===== src/rtl/fetch_stage.sv =====
// Instruction fetch stage: owns the PC, keeps at most one request outstanding on
// the instruction bus and buffers returned words in a small FIFO for decode.
module fetch_stage #(
    parameter logic [31:0] RESET_PC = 32'hbfc0_0000,
    parameter int unsigned DEPTH    = 2
) (
    input  logic        clk,
    input  logic        resetn,
    output logic        ireq_valid,
    output logic [31:0] ireq_addr,
    input  logic        ireq_addr_ok,
    input  logic        iresp_data_ok,
    input  logic [31:0] iresp_data,
    input  logic        redirect_valid,
    input  logic [31:0] redirect_pc,
    output logic        out_valid,
    input  logic        out_ready,
    output logic [31:0] out_instr,
    output logic [31:0] out_pc,
    output logic [31:0] out_pcplus4,
    output logic        out_adel
);
    localparam int unsigned   PW   = $clog2(DEPTH);
    localparam int unsigned   CW   = PW + 1;
    localparam logic [CW-1:0] FULL = CW'(DEPTH);

    typedef enum logic [1:0] {IDLE, ADDR, DATA} state_t;
    state_t state, state_nxt;

    logic [31:0]   pc;
    logic [31:0]   req_addr;
    logic          drop;
    logic          halt;

    logic [31:0]   fifo_instr [DEPTH];
    logic [31:0]   fifo_pc    [DEPTH];
    logic          fifo_adel  [DEPTH];
    logic [PW-1:0] rd_ptr, wr_ptr;
    logic [CW-1:0] count, count_post_pop, count_nxt;

    logic          aligned, pop, push, fetch_ok, issue, adel_push, resp, resp_push;
    logic [31:0]   push_instr, push_pc;
    logic          push_adel;

    // Request address lives in its own register so a redirect can retarget pc
    // while the bus still sees the old, not-yet-accepted address.
    always_comb begin
        aligned        = (pc[1:0] == 2'b00);
        pop            = out_valid && out_ready && !redirect_valid;
        count_post_pop = count - CW'(pop);
        fetch_ok       = (state == IDLE) && !halt && !redirect_valid && (count_post_pop < FULL);
        issue          = fetch_ok && aligned;
        adel_push      = fetch_ok && !aligned;
        resp           = (state == DATA) && iresp_data_ok;
        resp_push      = resp && !drop && !redirect_valid;
        push           = resp_push || adel_push;
        count_nxt      = count_post_pop + CW'(push);
        push_instr     = adel_push ? '0 : iresp_data;
        push_pc        = adel_push ? pc : req_addr;
        push_adel      = adel_push;
    end

    always_ff @(posedge clk) begin
        if (!resetn) begin
            state <= IDLE;
        end else begin
            state <= state_nxt;
        end
    end

    always_comb begin
        state_nxt = state;
        unique case (state)
            IDLE: begin
                if (issue) begin
                    state_nxt = ADDR;
                end
            end
            ADDR: begin
                if (ireq_addr_ok) begin
                    state_nxt = DATA;
                end
            end
            DATA: begin
                if (iresp_data_ok) begin
                    // Redirect or misaligned target goes through IDLE so the next
                    // request is formed from the updated pc.
                    if (redirect_valid || !aligned || (count_nxt >= FULL)) begin
                        state_nxt = IDLE;
                    end else begin
                        state_nxt = ADDR;
                    end
                end
            end
            default: state_nxt = IDLE;
        endcase
    end

    always_comb begin
        ireq_valid  = (state == ADDR);
        ireq_addr   = req_addr;
        out_valid   = (count != '0);
        out_instr   = out_valid ? fifo_instr[rd_ptr] : '0;
        out_pc      = out_valid ? fifo_pc[rd_ptr] : '0;
        out_pcplus4 = out_valid ? fifo_pc[rd_ptr] + 32'd4 : '0;
        out_adel    = out_valid ? fifo_adel[rd_ptr] : 1'b0;
    end

    always_ff @(posedge clk) begin
        if (!resetn) begin
            pc       <= RESET_PC;
            req_addr <= '0;
            drop     <= 1'b0;
            halt     <= 1'b0;
        end else begin
            if (redirect_valid) begin
                pc <= redirect_pc;
            end else if ((state == ADDR) && ireq_addr_ok && !drop) begin
                pc <= pc + 32'd4;
            end

            if (issue || ((state == DATA) && (state_nxt == ADDR))) begin
                req_addr <= pc;
            end

            if (redirect_valid && ((state == ADDR) || ((state == DATA) && !iresp_data_ok))) begin
                drop <= 1'b1;
            end else if (resp) begin
                drop <= 1'b0;
            end

            if (redirect_valid) begin
                halt <= 1'b0;
            end else if (adel_push) begin
                halt <= 1'b1;
            end
        end
    end

    always_ff @(posedge clk) begin
        if (!resetn || redirect_valid) begin
            rd_ptr <= '0;
            wr_ptr <= '0;
            count  <= '0;
        end else begin
            if (pop) begin
                rd_ptr <= rd_ptr + PW'(1);
            end
            if (push) begin
                wr_ptr <= wr_ptr + PW'(1);
            end
            count <= count_nxt;
        end
    end

    always_ff @(posedge clk) begin
        if (resetn && push) begin
            fifo_instr[wr_ptr] <= push_instr;
            fifo_pc[wr_ptr]    <= push_pc;
            fifo_adel[wr_ptr]  <= push_adel;
        end
    end

endmodule


===== config.mk =====
export PLATFORM = sky130hd
export DESIGN_NAME = fetch_stage
export DESIGN_NICKNAME = d
export VERILOG_FILES = /design/src/rtl/fetch_stage.sv
export SDC_FILE = /design/constraint.sdc
export NUM_CORES = 1
export LEC_CHECK = 0
export ABC_CLOCK_PERIOD_IN_PS = 6600
export BUFFER_PORTS_ARGS = -buffer_cell sky130_fd_sc_hd__buf_2
export CAP_MARGIN = 0
export CORE_AREA = 2 2 134 136
export CTS_BUF_LIST = sky130_fd_sc_hd__clkbuf_4
export CTS_CLUSTER_DIAMETER = 30
export DETAILED_ROUTE_END_ITERATION = 10
export DIE_AREA = 0 0 136 138
export GPL_TIMING_DRIVEN = 0
export MAX_ROUTING_LAYER = met4
export PLACE_DENSITY_LB_ADDON = 0.25
export SYNTH_ARGS = -nofsm -noshare
export SYNTH_HDL_FRONTEND = slang
export SYNTH_SLANG_ARGS = --single-unit

===== constraint.sdc =====
create_clock -name clk -period 6.6 [get_ports clk]
set_clock_uncertainty 0.2 [all_clocks]
set_input_delay 0.66 -clock clk [delete_from_list [all_inputs] [get_ports clk]]
set_output_delay 0.66 -clock clk [all_outputs]
set_load 0.03 [all_outputs]

# Word-level counts from Yosys, hierarchy flattened
# Memory sizes are Yosys's and may differ from the RTL's. A register that Yosys moved wholly into a read port is not among the register bits.
# Index checks and enable logic that the tools add are counted.
word_totals:
  register_bits: 72
  mem_bits_rw: 130
  input_bits: 70
  word_cells: 80
  mem_count: 3
classes:
  addsub: 6
  n_lt_le_gt_ge: 2
  eq_ne: 3
  mux: 23
  bitwise_logic: 1
  n_reduce_logical: 34
mem_list:
  columns: ["name", "depth", "word_bits", "read_ports", "rd_clocked_by_memory_dff", "wr", "line", "source"]
  rows:
  - ["fifo_instr", 2, 32, 1, 1, 1, "35", "logic [31:0] fifo_instr [DEPTH];"]
  - ["fifo_pc", 2, 32, 1, 1, 1, "36", "logic [31:0] fifo_pc [DEPTH];"]
  - ["fifo_adel", 2, 1, 1, 1, 1, "37", "logic fifo_adel [DEPTH];"]
ops:
  columns: ["op", "count"]
  rows:
  - ["two-way mux 32 bit", 7]
  - ["adder 32 x 3 -> 32 bit (second input constant)", 2]
  - ["logical AND 1 bit", 16]
  - ["two-way mux 1 bit", 12]
  - ["zero test 1 bit", 6]
  - ["logical OR 1 bit", 6]
  - ["two-way mux 2 bit", 3]
  - ["case mux 2 bit (3 select lines)", 1]
  - ["nonzero test 2 bit", 3]
  - ["== test 2 x 1 -> 1 bit (second input constant)", 2]
  - ["zero test 2 bit", 2]
  - ["adder 1 bit (second input constant)", 2]
  - ["adder 2 x 1 -> 2 bit", 1]
  - ["== test 2 bit (second input constant)", 1]
  - [">= comparator 2 bit (second input constant)", 1]
  - ["< comparator 2 bit (second input constant)", 1]
  - ["OR reduction 2 bit", 1]
  - ["subtractor 2 x 1 -> 2 bit", 1]
  - ["NOT 1 bit", 1]

# Logic depth before layout (Yosys ltp)
# Gate-level depths: netlist of the first run.
depth:
  depth_word: 17
  mapped_depth: 15
  ltp_nobuf: 14

# Worst setup path after synthesis of the first run
# OpenSTA, ideal clock, no wires.
synth_timing:
  path_kind: "input-to-reg"
  start: "input redirect_valid"
  end: "memory fifo_adel[0] (enable)"
  setup_time_ps: 488
  arrival_time_ps: 4793
  t_required_ps: 5912
  setup_slack_ps: 1119
  path_stages: 9
  n_path_buf: 2
  path_cell_list: "clkbuf_1 clkbuf_1 nor2_1 ha_1 xnor2_1 nand3_1 o21ai_0 nand2_1 nor2_1"
synth_via:
  elab_chain_len: 10
synth_lines:
  columns: ["item", "line", "source"]
  rows:
  - ["from (decl)", "14", "input logic redirect_valid,"]
  - ["zero test 1 bit", "49", "pop = out_valid && out_ready && !redirect_valid;"]
  - ["logical AND 1 bit", "49", null]
  - ["named net pop", "41", "logic aligned, pop, push, fetch_ok, issue, adel_push, resp, resp_push;"]
  - ["subtractor 2 x 1 -> 2 bit", "50", "count_post_pop = count - CW'(pop);"]
  - ["< comparator 2 bit", "51", "fetch_ok = (state == IDLE) && !halt && !redirect_valid && (count_post_pop < FULL);"]
  - ["logical AND 1 bit", "51", null]
  - ["logical AND 1 bit", "53", "adel_push = fetch_ok && !aligned;"]
  - ["logical OR 1 bit", "56", "push = resp_push || adel_push;"]
  - ["logical AND 1 bit", "157", "if (resetn && push) begin"]
  - ["two-way mux 1 bit", "157", null]
  - ["two-way mux 1 bit (implied by the code)", "160", "fifo_adel[wr_ptr] <= push_adel;"]
  - ["to (decl)", "37", null]
# The timed path passes the listed nets, and every way through them passes these cells.

# Final worst setup path of the first run
layout_timing:
  start: "register count[1]"
  end: "register req_addr[6], in the netlist ireq_addr[6]"
layout_via:
  elab_chain_len: 17
layout_lines:
  columns: ["item", "line", "source"]
  rows:
  - ["from (decl)", "39", "logic [CW-1:0] count, count_post_pop, count_nxt;"]
  - ["from (signal assigned)", "152", "count <= count_nxt;"]
  - ["nonzero test 2 bit (*)", "102", "out_valid = (count != '0);"]
  - ["logical AND 1 bit (*) (2 in series)", "49", null]
  - ["named net pop", "41", null]
  - ["subtractor 2 x 1 -> 2 bit (*)", "50", null]
  - ["< comparator 2 bit", "51", null]
  - ["logical AND 1 bit", "51", null]
  - ["logical AND 1 bit", "53", null]
  - ["logical OR 1 bit", "56", null]
  - ["adder 2 x 1 -> 2 bit", "57", "count_nxt = count_post_pop + CW'(push);"]
  - [">= comparator 2 bit", "88", "if (redirect_valid || !aligned || (count_nxt >= FULL)) begin"]
  - ["logical OR 1 bit", "88", null]
  - ["two-way mux 1 bit", "88", null]
  - ["two-way mux 2 bit", "85", "if (iresp_data_ok) begin"]
  - ["case mux 2 bit (3 select lines)", "73", "unique case (state)"]
  - ["== test 2 x 1 -> 1 bit", "122", "if (issue || ((state == DATA) && (state_nxt == ADDR))) begin"]
  - ["logical AND 1 bit", "122", null]
  - ["logical OR 1 bit (*)", "122", null]
  - ["to (signal assigned)", "123", "req_addr <= pc;"]
  - ["to (decl)", "31", "logic [31:0] req_addr;"]
# The timed path passes the listed nets; every way through them passes the cells marked *.
# A chain may end at the register's enable or synchronous reset.

==> qor.tcl, run 1 <==
set qor(outcome) {completed}
set qor(dominantRegCellSynth) {sky130_fd_sc_hd__edfxtp_1}
set qor(crit_path_end_kind) {flop}
set qor(die_width_um) 136
set qor(globalRouteMet3Util) 0.0539
set qor(layout.cells.non_filler) 1433
set qor(final_antenna_net_count) 0
set qor(final-max-slew-violation-count) 0
set qor(timing.setup.critical_path_class) {flop to flop}
set qor(internal_power_mw) 2.06
set qor(fp.coreArea_sq_um) 17500
set qor(grt_use_met1) 0.338
set qor(timing.final.hold_violations) 0
set qor(netlist_instances) 907
set qor(cp_max_fo) 10
set qor(first_iter_violations) 565
set qor(grt_usage) 0.269
set qor(tritoncts.num_buffers) 51
set qor(io_pins) 201
set qor(share_clk_of_total_power) 0.373
set qor(clock_insertion_delay_worst_skew_ns) 0.66
set qor(synth-seq-area-share) 0.551
set qor(gpl.final_weighted_congestion) 0.901
set qor(grt.met2_usage) 0.415
set qor(flow.area_growth_from_synthesis_pct) 20.7
set qor(critical_path_required_ns) 6.98
set qor(first_pass_iters) 5
set qor(dp_cells) 1336
set qor(grt_antenna_before_repair) 1
set qor(worstHoldPathCells) 3
set qor(net-switching-power_uw) 744
set qor(grt_max_degree) 66
set qor(synth_warn) 0
set qor(filler_cell_count) 1406
set qor(drt-total-wl_mm) 24.9
set qor(final_worst_path_setup_slack_ns) 1.79
set qor(critPathArrivalTime_ns) 5.18
set qor(place_worst_setup_slack_ns) 1.85
set qor(synth_cell_type_count) 55
set qor(timing.hold.worst.class) {input port to flop}
set qor(std_cell_rows) 49
set qor(seq_power_share) 0.512
set qor(r2r_cell_count) 15
set qor(static-leakage-power_nw) 4.65
set qor(ys_top_cells_by_count) {sky130_fd_sc_hd__edfxtp_1, sky130_fd_sc_hd__nor2_1, sky130_fd_sc_hd__nand2_1}
set qor(worst-slew-pin-transition_ns) 0.935
set qor(worst_setup_hold_path_clk_slew_ns) 0.07
set qor(timing.slew.headroom) 0.374
set qor(cp-startpoint) {count[1]}
set qor(area_of_the_mapped_netlist_sq_um) 9740
set qor(final_nets) 1235
set qor(setup-violations-final) 0
set qor(synth_seq_cells) 203
set qor(detailroute.via_count) 7877
set qor(ff2ff_setup_slack_ns) 1.79
set qor(cts_htree_levels) 2
set qor(cap_violations) 0
set qor(initial_core_utilization) 0.555
set qor(ys_async_sr_fraction) 0
set qor(synth.top_cells.by_area) {sky130_fd_sc_hd__edfxtp_1, sky130_fd_sc_hd__dfxtp_1, sky130_fd_sc_hd__mux2i_1, sky130_fd_sc_hd__nor2_1, sky130_fd_sc_hd__o21ai_0}
set qor(cts_num_sinks) 203
set qor(chipHeight_um) 138
set qor(clock.fmax_mhz) 208
set qor(grt_first_pass_wirelength_mm) 38.0
set qor(gr-total-overflow) 0
set qor(via_count_of_the_first_global_routing_pass) 7524
set qor(min_delay_startpoint) {redirect_pc[22]}
set qor(clock-root-buffer) {sky130_fd_sc_hd__clkbuf_4}
set qor(syn_area_per_cell_sq_um) 10.7
set qor(vdd_ir_drop_max_mv) 0.117
set qor(route.detailed.vias_per_inst) 5.50
set qor(grt_most_used_layer) {met2}
set qor(drt-wirelength-per-cell_um) 17.3
set qor(synth_fp_nets) 981
set qor(rsz_0062_raised_after_global_routing) {false}
set qor(power_per_cell_area_nw_per_um2) 239
set qor(final.min_clock_period_ns) 4.81
set qor(place.detailed.hpwl_mm) 18.0
set qor(synth.top_cell.area_share) 0.401
set qor(number_of_flops_mapped_to_enable_cells_by_yosys) 130
set qor(synthMostInstantiatedCell) {sky130_fd_sc_hd__edfxtp_1}
set qor(cts_buffer_depth) 3
set qor(post-route-period-util) 0.728
set qor(port-buffer-count) 198
set qor(worstSetupStartpointType) {flop}
set qor(power.share.combinational) 0.115
set qor(r2r_start) {count[1]}
set qor(post-route-drc-count) 0
set qor(synth_area_leader_cell) {sky130_fd_sc_hd__edfxtp_1}
set qor(post_route_cells_drive_above_1_share) 0.280
set qor(power_switching_share) 0.265
set qor(post_cts_resized) 0
set qor(tritoncts) {done}
set qor(die_area_sq_um) 18800
## placed cells by master (no fill, tap or decap), drive strengths merged, types with 3 or more instances in the layout
cell,synthesis,final
a211oi,3,3
a21oi,21,21
a22oi,5,5
a31oi,6,6
and2,46,46
and3,9,9
and4,6,6
buf,20,220
clkbuf,39,112
clkinv,1,21
dfxtp,73,73
edfxtp,130,130
ha,4,4
inv,13,13
mux2,30,30
mux2i,64,64
nand2,83,83
nand3,46,46
nand3b,9,9
nand4,16,16
nand4b,4,4
nor2,102,102
nor2b,3,3
nor3,21,21
nor4,12,12
o21ai,68,68
o31a,7,7
o31ai,13,13
xnor2,26,26
xor2,10,10
## critical path: stages (launching register included)
cell and delay (ns):
sky130_fd_sc_hd__dfxtp_1 0.35, sky130_fd_sc_hd__nor2_1 0.73, sky130_fd_sc_hd__inv_1 0.32, sky130_fd_sc_hd__nand2_1 0.25, sky130_fd_sc_hd__nor2_1 0.07, sky130_fd_sc_hd__ha_1 0.23, sky130_fd_sc_hd__xnor2_1 0.18, sky130_fd_sc_hd__nand3_1 0.38
sky130_fd_sc_hd__o21ai_0 0.39, sky130_fd_sc_hd__ha_1 0.26, sky130_fd_sc_hd__xnor3_1 0.22, sky130_fd_sc_hd__nor2b_1 0.15, sky130_fd_sc_hd__o21bai_2 0.35, sky130_fd_sc_hd__clkbuf_1 0.43, sky130_fd_sc_hd__nand3_1 0.12, sky130_fd_sc_hd__o21ai_0 0.11
## power by group through the flow
stage / Sequential, mW / Clock [mW] / Combinational, mW
3_3_place_gp: 1.46 / 0 / 0.308
5_1_grt: 1.44 / 1.13 / 0.349
3_5_place_dp: 1.46 / 0 / 0.319
2_1_floorplan: 1.48 / 0 / 0.189
4_1_cts: 1.43 / 1.07 / 0.321
6_report: 1.44 / 1.05 / 0.322
## metal layers
layer	vias to the layer above	wire (um)
met3	56	2230
met1	3654	10100
met5	-	0
met4	0	922
met2	346	11600
li1	3821	-
## area by class of cell
cell class | count | area [sq um] | area share
timing repair buffer | 201 | 1060 | 0.0898
antenna | 1 | 2.50 | 0.000213
multi-input combinational | 631 | 4050 | 0.344
sequential | 203 | 5370 | 0.456
clock inverter | 22 | 114 | 0.00968
tap | 229 | 287 | 0.0244
clock buffer | 73 | 548 | 0.0466
buffer | 59 | 283 | 0.0241
inverter | 14 | 52.6 | 0.00447
## through the flow
stage	instance area, sq um	TNS (ns)	hold WS (ns)	utilization	power (mW)
after floorplan	9740	0	0.241	-	1.67
after global placement	11000	-81.64	0.265	0.628	1.77
after detailed placement	11100	0	0.272	0.632	1.78
after CTS	11800	0	0.0163	0.670	2.82
after global routing	11800	0	0.0320	0.671	2.92
final	11800	0	0.0677	0.671	2.81
## registers in the layout (all words and copies together), names as in the netlist, 2 cells and up, named ones only
| register | cells |
|---|---|
| fifo_instr | 64 |
| fifo_pc | 64 |
| ireq_addr | 32 |
| state | 2 |
| fifo_adel | 2 |
| pc | 32 |
| count | 2 |
## repair_timing
| action | 4_1_cts | 5_1_grt |
|---|---|---|
| endpoints found under the hold margin | 1 | 0 |
| hold buffers | 1 | 0 |
| buffers inserted | 0 | 0 |
## kinds of logic after synthesis
| kind of cell | after synthesis | share of synthesized area |
|---|---|---|
| buffers and inverters | 73 | 0.0344 |
| AOI/OAI and AO/OA | 134 | 0.0865 |
| muxes | 94 | 0.100 |
| xor gates and xnor gates | 37 | 0.0347 |
| adders and majority gates | 4 | 0.00514 |
| DFF | 203 | 0.551 |
| and+or+nand+nor | 362 | 0.188 |
## worst paths after layout
path / to
max: ireq_addr[6]
min: pc[22]
max reg2reg: ireq_addr[6]
min reg2reg: ireq_addr[13]
Note: power is estimated with default switching activity, not from simulation.
==> run 2, diff against run 1 <==
--- a/config.mk
+++ b/config.mk
@@ -5,14 +5,14 @@
 export SDC_FILE = /design/constraint.sdc
 export NUM_CORES = 1
 export LEC_CHECK = 0
-export ABC_CLOCK_PERIOD_IN_PS = 6600
+export ABC_CLOCK_PERIOD_IN_PS = 4100
 export BUFFER_PORTS_ARGS = -buffer_cell sky130_fd_sc_hd__buf_2
 export CAP_MARGIN = 0
-export CORE_AREA = 2 2 134 136
+export CORE_AREA = 2 2 142 144
 export CTS_BUF_LIST = sky130_fd_sc_hd__clkbuf_4
 export CTS_CLUSTER_DIAMETER = 30
 export DETAILED_ROUTE_END_ITERATION = 10
-export DIE_AREA = 0 0 136 138
+export DIE_AREA = 0 0 144 146
 export GPL_TIMING_DRIVEN = 0
 export MAX_ROUTING_LAYER = met4
 export PLACE_DENSITY_LB_ADDON = 0.25
==> constraint.sdc (replaced) <==
create_clock -name clk -period 4.1 [get_ports clk]
set_clock_uncertainty 0.2 [all_clocks]
set_input_delay 0.41 -clock clk [delete_from_list [all_inputs] [get_ports clk]]
set_output_delay 0.41 -clock clk [all_outputs]
set_load 0.03 [all_outputs]
==> run 2 against run 1 <==
  * Die area is 12% higher
  * Non-clock buffer count up 68
  * Clock power up 61%
  * Worst hold slack better by 0.11 ns
  * Clock-buffer cell count decreased by 5
  * Via count up 4.1%
  * Final area up 6.4%
  * Register-to-register slack lost 1.5 ns
  * Sequential cell count is the same
  * Critical path type is now flop to output port
  * Critical endpoint is now out_pcplus4[28]
  * Largest cell class unchanged
  * Highest routed layer unchanged
==> qor.tcl, run 2 (same netlist as run 1, synthesis figures left out) <==
set qor(outcome) {completed} ;# unchanged
set qor(post_route_cells_drive_above_1_share) 0.275 ;# was 0.280
set qor(place_worst_setup_slack_ns) -0.842 ;# was 1.85 ns
set qor(share_clk_of_total_power) 0.369 ;# was 0.373
set qor(port-buffer-count) 198 ;# unchanged
set qor(worst_setup_hold_path_clk_slew_ns) 0.07 ;# about the same
set qor(dp_cells) 1372 ;# was 1336
set qor(drt-total-wl_mm) 26.8 ;# was 24.9 mm
set qor(layout.cells.non_filler) 1530 ;# was 1433
set qor(clock_insertion_delay_worst_skew_ns) 0.67 ;# was 0.66 ns
set qor(critPathArrivalTime_ns) 3.35 ;# was 5.18 ns
set qor(mostFrequentLayoutCells) {sky130_fd_sc_hd__buf_2, sky130_fd_sc_hd__edfxtp_1, sky130_fd_sc_hd__nor2_1} ;# unchanged
set qor(grt_first_pass_wirelength_mm) 40.4 ;# was 38.0 mm
set qor(finish.utilization) 0.647 ;# was 0.671
set qor(clock-root-buffer) {sky130_fd_sc_hd__clkbuf_4} ;# unchanged
set qor(highest_layer) {met4} ;# unchanged
set qor(net-switching-power_mw) 1.21 ;# was 744 uW
set qor(layout_commonest_cell) {sky130_fd_sc_hd__buf_2} ;# unchanged
set qor(via_count_of_the_first_global_routing_pass) 7879 ;# was 7524
set qor(cts_htree_levels) 2 ;# unchanged
set qor(internal_power_mw) 3.38 ;# was 2.06 mW
set qor(final_nets) 1302 ;# was 1235
set qor(initial_core_utilization) 0.504 ;# was 0.555
set qor(tritoncts) {done} ;# unchanged
set qor(gr-total-overflow) 0 ;# unchanged
set qor(grt_antenna_before_repair) 1 ;# unchanged
set qor(io_pins) 201 ;# unchanged
set qor(timing.hold.worst.class) {input port to flop} ;# unchanged
set qor(timing.slew.headroom) 0.400 ;# was 0.374
set qor(setup-violations-final) 0 ;# unchanged
set qor(static-leakage-power_nw) 4.96 ;# was 4.65 nW
set qor(chipHeight_um) 146 ;# was 138 um
set qor(biggestRegsByFlops) {fifo_instr x64, fifo_pc x64} ;# unchanged
set qor(grt_usage) 0.254 ;# was 0.269
set qor(timing.final.hold_violations) 0 ;# unchanged
set qor(cp_max_fo) 19 ;# was 10
set qor(std_cell_rows) 51 ;# was 49
set qor(final_antenna_net_count) 0 ;# unchanged
set qor(cts_buffer_depth) 3 ;# unchanged
set qor(final_worst_path_setup_slack_ns) 0.144 ;# was 1.79 ns
set qor(worstSetupStartpointType) {flop} ;# unchanged
set qor(placed_area_sq_um) 11100 ;# about the same
set qor(post-route-period-util) 0.965
set qor(vdd_ir_drop_max_mv) 0.190 ;# was 0.117 mV
set qor(flow.area_growth_from_synthesis_pct) 28.5 ;# was 20.7%
set qor(fp.coreArea_sq_um) 19300 ;# was 17500 sq um
set qor(detailed_route_wirelength_on_metal2_mm) 12.8 ;# was 11.6 mm
set qor(detailroute.via_count) 8198 ;# was 7877
set qor(first_pass_iters) 5 ;# unchanged
set qor(seq_power_share) 0.504 ;# was 0.512
set qor(met3WireLength_mm) 2.24 ;# was 2.23 mm
set qor(power_switching_share) 0.264 ;# was 0.265
set qor(timing.setup.critical_path_class) {flop to output port} ;# was flop to flop
set qor(power.share.combinational) 0.127 ;# was 0.115
set qor(drt-wirelength-per-cell_um) 17.5 ;# was 17.3 um
set qor(critical_path_required_ns) 3.49 ;# was 6.98 ns
set qor(final.min_clock_period_ns) 3.96
set qor(final_cell_area_sq_um) 12500 ;# was 11800 sq um
set qor(first_iter_violations) 708 ;# was 565
set qor(cap_violations) 0 ;# unchanged
set qor(final-max-slew-violation-count) 0 ;# unchanged
set qor(die_area_sq_um) 21000 ;# was 18800 sq um
set qor(die_width_um) 144 ;# was 136 um
set qor(power_per_cell_area_nw_per_um2) 367 ;# was 239 nW/um^2
set qor(cts_num_sinks) 203 ;# unchanged
set qor(place.detailed.hpwl_mm) 18.7 ;# was 18.0 mm
set qor(timing.setup.tns_ns) 0 ;# unchanged
set qor(crit_path_end_kind) {output port} ;# was flop
set qor(post-route-drc-count) 0 ;# unchanged
set qor(route.detailed.vias_per_inst) 5.36 ;# was 5.50
set qor(grt_max_degree) 66 ;# unchanged
set qor(met1_length_mm) 11.2 ;# was 10.1 mm
set qor(tritoncts.num_buffers) 50 ;# was 51
set qor(gpl.final_weighted_congestion) 0.910 ;# was 0.901
set qor(worst-slew-pin-transition_ns) 0.900 ;# was 0.935 ns
set qor(clock.fmax_mhz) 253
## run 2: cell count changes in the layout (fill, tap and decap cells not counted), sizes merged
cell	previous run	this run
bufinv	1	2
clkbuf	112	107
clkinv	21	17
dlygate4sd3	1	69
inv	13	14
## run 2: timing repair
action,4_1_cts,5_1_grt
gates resized for setup,8,12
buffers inserted,0,1
setup endpoints to repair,170,34
hold buffers,69,0
pin swaps,0,1
hold endpoints to repair,104,0
## run 2: final timing paths
path	startpoint	to	slack [ns]	cells after the start
max	flop	out_pcplus4[28]	0.14	10
min	resetn	pc[17]	0.18	4
max reg2reg	count[1]	ireq_addr[17]	0.25	15
min reg2reg	ireq_addr[26]	ireq_addr[26]	0.29	2
## run 2: routing by layer
layer  vias to the layer above  global-route usage
met5                         -                   -
met4                         0              0.0853
met3                        53              0.0510
met2                       340               0.405
met1                      3859               0.325
li1                       3946                   -
## run 2: critical path, stage by stage, from the launching register on
cell	delay (ns)
sky130_fd_sc_hd__dfxtp_2	0.41
sky130_fd_sc_hd__buf_6	0.25
sky130_fd_sc_hd__mux2_2	0.22
sky130_fd_sc_hd__ha_1	0.24
sky130_fd_sc_hd__nand4_1	0.19
sky130_fd_sc_hd__a22oi_2	0.28
sky130_fd_sc_hd__nand4_1	0.21
sky130_fd_sc_hd__buf_4	0.24
sky130_fd_sc_hd__o31a_1	0.29
sky130_fd_sc_hd__nor3_1	0.12
sky130_fd_sc_hd__buf_2	0.24
## run 2: cell type report
cell class,instances,area (sq um)
buffer,58,289
inverter,14,52.6
timing repair buffer,270,1730
clock inverter,20,140
tap,265,332
fill,1524,6820
multi-input combinational,631,4090
clock buffer,68,510
sequential,203,5370
antenna,1,2.50
## run 2: metrics by stage
stage | total power [mW] | hold WS [ns]
6_report | 4.59 | 0.178
5_1_grt | 4.79 | 0.193
4_1_cts | 4.60 | 0.142
3_5_place_dp | 2.87 | 0.281
3_3_place_gp | 2.86 | 0.267
2_1_floorplan | 2.68 | 0.241
## run 2: power by group through the flow
stage / clock network [mW] / registers (mW) / logic (mW)
after floorplan: 0 / 2.38 / 0.304
after detailed placement: 0 / 2.35 / 0.518
after global routing: 1.84 / 2.32 / 0.629
after global placement: 0 / 2.35 / 0.504
final: 1.69 / 2.31 / 0.583
after CTS: 1.72 / 2.31 / 0.573
==> run 3, diff against run 2 <==
--- a/config.mk
+++ b/config.mk
@@ -6,7 +6,7 @@
 export NUM_CORES = 1
 export LEC_CHECK = 0
 export ABC_CLOCK_PERIOD_IN_PS = 4100
-export BUFFER_PORTS_ARGS = -buffer_cell sky130_fd_sc_hd__buf_2
+export BUFFER_PORTS_ARGS = -buffer_cell sky130_fd_sc_hd__buf_4
 export CAP_MARGIN = 0
 export CORE_AREA = 2 2 142 144
 export CTS_BUF_LIST = sky130_fd_sc_hd__clkbuf_4
==> run 3 against run 2 <==
  * Cell count grew 0.13%
  * Highest routed layer unchanged
  * Global-route usage rose by 0.29 points
  * Fmax grew 0.74%
==> qor.tcl, run 3 (same netlist as run 1, synthesis figures left out) <==
set qor(first_iter_violations) 601 ;# was 708
set qor(place_worst_setup_slack_ns) -0.796 ;# was -0.842 ns
set qor(post_route_cells_drive_above_1_share) 0.275 ;# about the same
set qor(crit_path_top_delay_cell) {sky130_fd_sc_hd__dfxtp_2} ;# unchanged
set qor(outcome) {completed} ;# unchanged
set qor(final_cell_area_sq_um) 13000 ;# was 12500 sq um
set qor(layout_commonest_cell) {sky130_fd_sc_hd__buf_4} ;# was sky130_fd_sc_hd__buf_2
set qor(final_nets) 1302 ;# unchanged
set qor(cp.depth) 10 ;# unchanged
set qor(worst_setup_hold_path_clk_slew_ns) 0.07 ;# about the same
set qor(grt_usage) 0.257 ;# was 0.254
set qor(timing.critical_path.slowest_cell_delay_ns) 0.41 ;# about the same
set qor(static-leakage-power_nw) 5.01 ;# was 4.96 nW
set qor(final_antenna_net_count) 0 ;# unchanged
set qor(vdd_ir_drop_max_mv) 0.199 ;# was 0.190 mV
set qor(tritoncts.num_buffers) 50 ;# unchanged
set qor(cts_num_sinks) 203 ;# unchanged
set qor(cap_violations) 0 ;# unchanged
set qor(worst-path-buf-inv) 3 ;# unchanged
set qor(flow.area_growth_from_synthesis_pct) 33.7 ;# was 28.5%
set qor(rsz_0062_raised_after_global_routing) {false}
set qor(cp_max_fo) 19 ;# unchanged
set qor(cts_buffer_depth) 3 ;# unchanged
set qor(critical_path_cell_by_cell) {buf_6 -> mux2_2 -> ha_1 -> nand4_1 -> a22oi_2 -> nand4_1 -> buf_4 -> o31a_1 -> nor3_1 -> buf_4} ;# was buf_6 -> mux2_2 -> ha_1 -> nand4_1 -> a22oi_2 -> nand4_1 -> buf_4 -> o31a_1 -> nor3_1 -> buf_2
set qor(drt-wirelength-per-cell_um) 17.6 ;# was 17.5 um
set qor(via_count_of_the_first_global_routing_pass) 7964 ;# was 7879
set qor(ff2ff_setup_slack_ns) 0.29 ;# was 0.25 ns
set qor(power_per_cell_area_nw_per_um2) 359 ;# was 367 nW/um^2
set qor(timing.setup.tns_ns) 0 ;# unchanged
set qor(post-route-period-util) 0.958 ;# was 0.965
set qor(critical_path_required_ns) 3.49 ;# about the same
set qor(final.min_clock_period_ns) 3.93 ;# was 3.96 ns
set qor(gpl.final_weighted_congestion) 0.901 ;# was 0.910
set qor(drt-total-wl_mm) 26.9 ;# was 26.8 mm
set qor(first_pass_iters) 5 ;# unchanged
set qor(final_worst_path_setup_slack_ns) 0.173 ;# was 0.144 ns
set qor(initial_core_utilization) 0.504 ;# unchanged
set qor(place.detailed.hpwl_mm) 18.9 ;# was 18.7 mm
set qor(timing.slew.headroom) 0.389 ;# was 0.400
set qor(clock-root-buffer) {sky130_fd_sc_hd__clkbuf_4} ;# unchanged
set qor(die_width_um) 144 ;# unchanged
set qor(timing.hold.worst.class) {input port to flop} ;# unchanged
set qor(detailroute.via_count) 8239 ;# was 8198
set qor(grt_first_pass_wirelength_mm) 41.0 ;# was 40.4 mm
set qor(r2r_start) {count[1]} ;# unchanged
set qor(std_cell_rows) 51 ;# unchanged
set qor(placed_area_sq_um) 11600 ;# was 11100 sq um
set qor(biggestRegsByFlops) {fifo_instr x64, fifo_pc x64} ;# unchanged
set qor(port-buffer-count) 198 ;# unchanged
set qor(tritoncts) {done} ;# unchanged
set qor(mostFrequentLayoutCells) {sky130_fd_sc_hd__buf_4, sky130_fd_sc_hd__edfxtp_1, sky130_fd_sc_hd__nor2_1} ;# was sky130_fd_sc_hd__buf_2, sky130_fd_sc_hd__edfxtp_1, sky130_fd_sc_hd__nor2_1
set qor(critPathArrivalTime_ns) 3.32 ;# was 3.35 ns
set qor(worstSetupStartpointType) {flop} ;# unchanged
set qor(chipHeight_um) 146 ;# unchanged
set qor(timing.critical_path.max_delay_family) {buffers and inverters} ;# unchanged
set qor(clock_insertion_delay_worst_skew_ns) 0.66 ;# was 0.67 ns
set qor(worst_hold_path.endpoint) {pc[18]} ;# was pc[17]
set qor(grt_antenna_before_repair) 1 ;# unchanged
set qor(fp.coreArea_sq_um) 19300 ;# unchanged
set qor(final-max-slew-violation-count) 0 ;# unchanged
set qor(post-route-drc-count) 0 ;# unchanged
set qor(setup-violations-final) 0 ;# unchanged
set qor(grt_max_degree) 66 ;# unchanged
set qor(min_delay_startpoint) {resetn} ;# unchanged
set qor(gr-total-overflow) 0 ;# unchanged
set qor(worstHoldPathCells) 4 ;# unchanged
set qor(clock.fmax_mhz) 255 ;# was 253 MHz
set qor(route.detailed.vias_per_inst) 5.38 ;# was 5.36
set qor(timing.setup.critical_path_class) {flop to output port} ;# unchanged
set qor(r2r_cell_count) 15 ;# unchanged
set qor(cts_htree_levels) 2 ;# unchanged
set qor(io_pins) 201 ;# unchanged
set qor(worstReg2RegEnd) {ireq_addr[22]} ;# was ireq_addr[17]
set qor(worst-slew-pin-transition_ns) 0.916 ;# was 0.900 ns
set qor(crit_path_end_kind) {output port} ;# unchanged
set qor(die_area_sq_um) 21000 ;# unchanged
set qor(timing.final.hold_violations) 0 ;# unchanged
run 3: timing repair:
item / in CTS / in global routing
buffers inserted: 0 / 1
gates resized for setup: 9 / 7
endpoints found under the setup margin: 169 / 34
endpoints found under the hold margin: 103 / 0
pin swaps: 0 / 1
hold buffers: 69 / 0
run 3: through the flow:
step                utilization  power, mW  instances  hold WS (ns)
floorplan                     -       2.68        907         0.241
global placement          0.598       2.90       1370         0.270
detailed placement        0.601       2.92       1372         0.282
CTS                       0.672       4.69       1530         0.139
global route              0.673       4.87       1532         0.183
finish                    0.673       4.67       1532         0.206
run 3: per-layer routing:
layer  up-vias  track usage  part of all wire
met5         -            -                 0
met4         0       0.0804             0.021
met3        53       0.0543             0.084
met2       335        0.427              0.49
met1      3891        0.314              0.40
li1       3960            -                 -
run 3: tightest hold or removal path, cell delays in order:
cell and delay (ns):
sky130_fd_sc_hd__clkbuf_1 0.22, sky130_fd_sc_hd__clkbuf_1 0.25, sky130_fd_sc_hd__o21ai_0 0.11, sky130_fd_sc_hd__a21oi_1 0.04
run 3: worst max-delay path by stage:
stage	startpoint	slack, ns	endpoint
3_3_place_gp	count[1]	-1.95	fifo_instr[1][31]
5_1_grt	flop	0.01	out_pcplus4[28]
2_1_floorplan	count[1]	0.05	fifo_adel[1]
6_report	flop	0.17	out_pcplus4[28]
3_5_place_dp	count[1]	-0.80	ireq_addr[6]
4_1_cts	count[1]	0.01	ireq_addr[11]
run 3: report_power, final:
group	total [mW]	internal, mW	switching [mW]
combinational	0.628	0.264	0.363
sequential	2.31	2.26	0.0568
clock	1.73	0.934	0.799
run 3: final cells by class:
type / instances / area (sq um)
clock buffers: 72 / 541
repair buffers: 270 / 2230
flip-flops and latches: 203 / 5370
inverters: 14 / 52.6
fillers: 1535 / 6320
multi-input cells: 631 / 4070
clock inverters: 18 / 126
diodes: 1 / 2.50
well taps: 265 / 332
plain buffers: 58 / 289
